`src/rtl/mr_muldiv_ctrl.sv`:
```
// Control sequencer for the ACC/MR/BR shift-add multiply
// and restoring divide datapath.
module mr_muldiv_ctrl #(
  parameter int WIDTH = 16,
  parameter int CNT_W = 5
) (
  input  logic clk,
  input  logic rst,
  input  logic start,
  input  logic op,
  input  logic mr_lsb,
  input  logic alu_sign,
  input  logic br_zero,
  output logic busy,
  output logic done,
  output logic err,
  output logic ctrl_clr_acc,
  output logic ctrl_load_mr,
  output logic ctrl_acc_add,
  output logic ctrl_acc_sub,
  output logic ctrl_shr,
  output logic ctrl_shl,
  output logic ctrl_setq
);

  typedef enum logic [2:0] {
    S_IDLE,
    S_INIT,
    S_M_ADD,
    S_M_SHIFT,
    S_D_SHIFT,
    S_D_SUB,
    S_D_TEST,
    S_DONE
  } state_t;

  localparam logic [CNT_W-1:0] LAST = CNT_W'(WIDTH - 1);

  state_t           r_state;
  logic [CNT_W-1:0] r_cnt;
  logic             r_op;
  logic             r_err;
  logic             w_last;

  assign w_last = (r_cnt == LAST);

  always_ff @(posedge clk or posedge rst) begin
    if (rst) begin
      r_state <= S_IDLE;
      r_cnt   <= '0;
      r_op    <= 1'b0;
      r_err   <= 1'b0;
    end else begin
      unique case (r_state)
        S_IDLE: begin
          if (start) begin
            r_state <= S_INIT;
            r_op    <= op;
            r_err   <= 1'b0;
            r_cnt   <= '0;
          end
        end
        S_INIT: begin
          if (!r_op) begin
            r_state <= S_M_ADD;
          end else if (br_zero) begin
            r_state <= S_DONE;
            r_err   <= 1'b1;
          end else begin
            r_state <= S_D_SHIFT;
          end
        end
        S_M_ADD: r_state <= S_M_SHIFT;
        S_M_SHIFT: begin
          if (w_last) begin
            r_state <= S_DONE;
          end else begin
            r_cnt   <= r_cnt + 1'b1;
            r_state <= S_M_ADD;
          end
        end
        S_D_SHIFT: r_state <= S_D_SUB;
        S_D_SUB:   r_state <= S_D_TEST;
        S_D_TEST: begin
          if (w_last) begin
            r_state <= S_DONE;
          end else begin
            r_cnt   <= r_cnt + 1'b1;
            r_state <= S_D_SHIFT;
          end
        end
        S_DONE:  r_state <= S_IDLE;
        default: r_state <= S_IDLE;
      endcase
    end
  end

  // Strobes decode straight from state so reset kills them at once
  assign busy         = (r_state != S_IDLE);
  assign done         = (r_state == S_DONE);
  assign err          = r_err;
  assign ctrl_clr_acc = (r_state == S_INIT);
  assign ctrl_load_mr = (r_state == S_INIT);
  assign ctrl_acc_sub = (r_state == S_D_SUB);
  assign ctrl_shr     = (r_state == S_M_SHIFT);
  assign ctrl_shl     = (r_state == S_D_SHIFT);
  assign ctrl_acc_add =
    ((r_state == S_M_ADD) && mr_lsb) ||
    ((r_state == S_D_TEST) && alu_sign);
  assign ctrl_setq    =
    (r_state == S_D_TEST) && !alu_sign;

endmodule

```
`config.mk`:
```
export PLATFORM = sky130hd
export DESIGN_NAME = mr_muldiv_ctrl
export DESIGN_NICKNAME = d
export VERILOG_FILES = /design/src/rtl/mr_muldiv_ctrl.sv
export SDC_FILE = /design/constraint.sdc
export NUM_CORES = 1
export LEC_CHECK = 0
export ABC_CLOCK_PERIOD_IN_PS = 2300
export CORE_MARGIN = 2
export CORE_UTILIZATION = 40
export DETAILED_ROUTE_END_ITERATION = 10
export HOLD_SLACK_MARGIN = 0.15
export PLACE_DENSITY = 0.72
export SYNTH_ARGS = -nofsm -noshare
export SYNTH_HDL_FRONTEND = slang
export SYNTH_SLANG_ARGS = --single-unit
```
`constraint.sdc`:
```
create_clock -name clk -period 2.3 [get_ports clk]
set_input_delay 0.46 -clock clk [delete_from_list [all_inputs] [get_ports clk]]
set_output_delay 0.46 -clock clk [all_outputs]
set_load 0.02 [all_outputs]
```
==> impl_metrics.py <==
metrics = {
    "global_routing": {
        "globalRouteOverflowTotal": 0,
        "antenna_found_initial": 0,
        "gr-usage-all-layers_pct": 17.02,
        "grt_pass1_vias": 545,
        "grt_pass1_wl_um": 2553,
        "grt_max_degree": 19,
    },
    "worst_setup_path": {
        "critPathArrivalTime_ps": 1760,
        "path_delay_family": "buffers and inverters",
        "path_max_fanout": 11,
        "cpPeakStageDelay_ps": 540,
        "r2r_cells": 7,
        "path_class": "flop to output pin",
        "cp_slowest_cell": "clkdlybuf4s50_1",
        "worst-path-buf-inv": 2,
        "start_kind": "flop",
        "rr_startpoint": "r_cnt[0]$_DFFE_PP0P_",
        "critical_path_depth": 3,
        "worstReg2RegEnd": "r_cnt[2]$_DFFE_PP0P_",
        "critPathCaptureType": "output pin",
        "r2r_slack_ps": 280,
        "crit_chain": "buf_4 -> or3_1 -> clkdlybuf4s50_1",
        "required_ps": 1840,
    },
    "power": {
        "power.static_leakage_nw": 0.4163,
        "cellPowerDensity_nw_per_um2": 1286,
        "ir_drop_mv": 0.6431,
    },
    "clock_tree": {
        "ctsHtreeMaxLevel": 1,
        "path_clk_slew_ps": 70,
        "clockBufferDepth": 2,
        "cts_root_buffer": "clkbuf_4",
        "cts_tree": "built",
        "clkLatencyLatePin_ps": 270,
        "cts_num_sinks": 10,
        "cts-buffers-inserted": 3,
        "cts_resized": 0,
        "hold_buffers": 0,
        "post-cts-setup-buffers": 0,
    },
    "synthesis": {
        "synth.distinct_cells": 35,
        "synth_area_leaders": "dfrtp_1 (36%), nand2_1 (6.0%), ha_1 (3.6%), nor4bb_4 (3.6%), a211oi_4 (2.9%)",
        "syn_area_um2": 685.7,
        "yosys_warnings": 0,
        "ys_top_cells_by_count": "nand2_1 (11), dfrtp_1 (10), nor2_1 (5)",
        "synthArstFlopShare_pct": 100.0,
        "synth_edf_count": 0,
        "synth_ff_type": "dfrtp_1",
        "synth-seq-area-share_pct": 36.50,
        "syn_nets": 83,
        "synth_top_area_share_pct": 36.50,
        "synth.avg_cell_area_um2": 9.266,
        "synth-seq-cells": 10,
        "synth.most_common_cell": "nand2_1",
        "synth.largest_area_cell": "dfrtp_1",
        "synth_cells": 74,
    },
    "cells_and_area": {
        "syn2layout_area_growth_pct": 30.66,
        "layout-drive-gt1-share_pct": 17.58,
        "num_antenna_cells": 0,
        "nets": 101,
    },
    "timing": {
        "fin_tns_setup_ps": 0,
        "layout_setup_ws_ps": 76.95,
        "fin_crit_ps": 2223,
        "clock_skew_ps": 3.752,
        "rsz0062_at_grt": "yes",
        "final.period_utilization_pct": 96.65,
        "hold_viol_final": 0,
        "report.final.setup_viol": 0,
        "drv_slew": 0,
        "max_freq_mhz": 449.8,
        "slew_headroom_pct": 72.89,
        "tightest_slew_ps": 405.6,
    },
    "floorplan": {
        "row_count": 14,
        "io-pin-count": 17,
        "die_h_um": 45.40,
        "dieArea_um2": 2061,
        "chipWidth_um": 45.40,
        "initial_core_util_pct": 43.98,
        "core_um2": 1559,
    },
    "min_path": {
        "min_path_type": "primary input to asynchronous set/reset pin",
    },
    "place": {
        "place_ws_ps": 22.02,
        "numPortBuffers": 16,
        "hpwl_um": 1092,
        "place.gp.congestion": 0.7876,
    },
    "job": {
        "drv_cap": 0,
    },
    "routing": {
        "wirelength_um": 1419,
        "drc": 0,
        "ant_nets": 0,
        "viasPerCell": 5.514,
        "wl_per_cell_um": 13.26,
        "drtIter0Drc": 9,
        "dr.pass1.iters": 4,
        "num_vias": 590,
    },
    "run_status": {
        "status": "complete, no violations",
    },
}
## per-stage QoR
stage	utilization (%)	instance area (µm²)	hold WS (ps)	total power, mW	instances
finish	57.46	895.9	465.2	1.152	107
global route	57.46	895.9	516.9	1.246	107
CTS	56.66	883.3	467.9	1.152	107
detailed placement	54.33	847.1	480.1	0.9829	103
global placement	54.33	847.1	464.9	0.9667	103
floorplan	-	685.7	300.2	0.7965	74
## worst max path at each step
stage,endpoint,start
6_report,busy,r_state[2]$_DFFE_PP0P_
5_1_grt,ctrl_load_mr,r_state[0]$_DFFE_PP0P_
4_1_cts,ctrl_acc_add,r_state[1]$_DFFE_PP0P_
2_1_floorplan,r_cnt[2]$_DFFE_PP0P_,r_cnt[0]$_DFFE_PP0P_
3_3_place_gp,ctrl_acc_add,alu_sign
3_5_place_dp,ctrl_acc_add,alu_sign
## routing by layer
| layer | vias to the layer above | share of wire (%) | track usage, % |
|---|---|---|---|
| li1 | 295 | - | - |
| met4 | 0 | 1.4 | 7.059 |
| met1 | 284 | 43 | 21.78 |
| met5 | - | 0 | 0 |
| met2 | 9 | 52 | 28.45 |
| met3 | 2 | 2.6 | 2.381 |
## cells by family (layout without fill, tap and decap cells)
kind of cell / after synthesis / after routing / synth area share (%)
adder cells (fa/ha/maj): 2 / 2 / 3.649
multiplexers: 2 / 2 / 3.102
buffers and inverters: 9 / 26 / 7.116
AND/OR/NAND/NOR: 35 / 35 / 31.93
AO/OA/AOI/OAI: 16 / 16 / 17.70
flip-flops: 10 / 10 / 36.50
## area by class of cell
cell class | instances | area, µm²
clock buffer | 4 | 36.28
fill | 146 | 663.1
inverter | 4 | 15.01
multi-input combinational | 55 | 391.6
sequential | 10 | 252.7
tap | 16 | 20.02
timing repair buffer | 18 | 180.2
## worst register-to-register path: cells and delay by family (launching register included)
family	cells	cell delay, ps
AND/OR/NAND/NOR	2	530
AO/OA/AOI/OAI	3	500
adder cells (fa/ha/maj)	2	490
flip-flops	1	420
## state kept, by name, indices dropped and copies added (netlist names)
register,flops
r_state,3
err,1
r_op,1
r_cnt,5
## layout by cell type, fill, tap and decap left out, types with 3 or more instances in the layout
| master | instances |
|---|---|
| clkdlybuf4s50_1 | 14 |
| nand2_1 | 11 |
| dfrtp_1 | 8 |
| nor2_1 | 5 |
| inv_1 | 4 |
| o21ai_0 | 4 |
| clkbuf_4 | 3 |
## where the power goes
part           switching [mW]  internal [mW]  leakage [nW]  total (mW)
Sequential              0.105          0.241         0.127       0.346
Combinational           0.337          0.306         0.268       0.643
Clock                  0.0672         0.0962        0.0210       0.163
(Power assumes the default switching activity.)
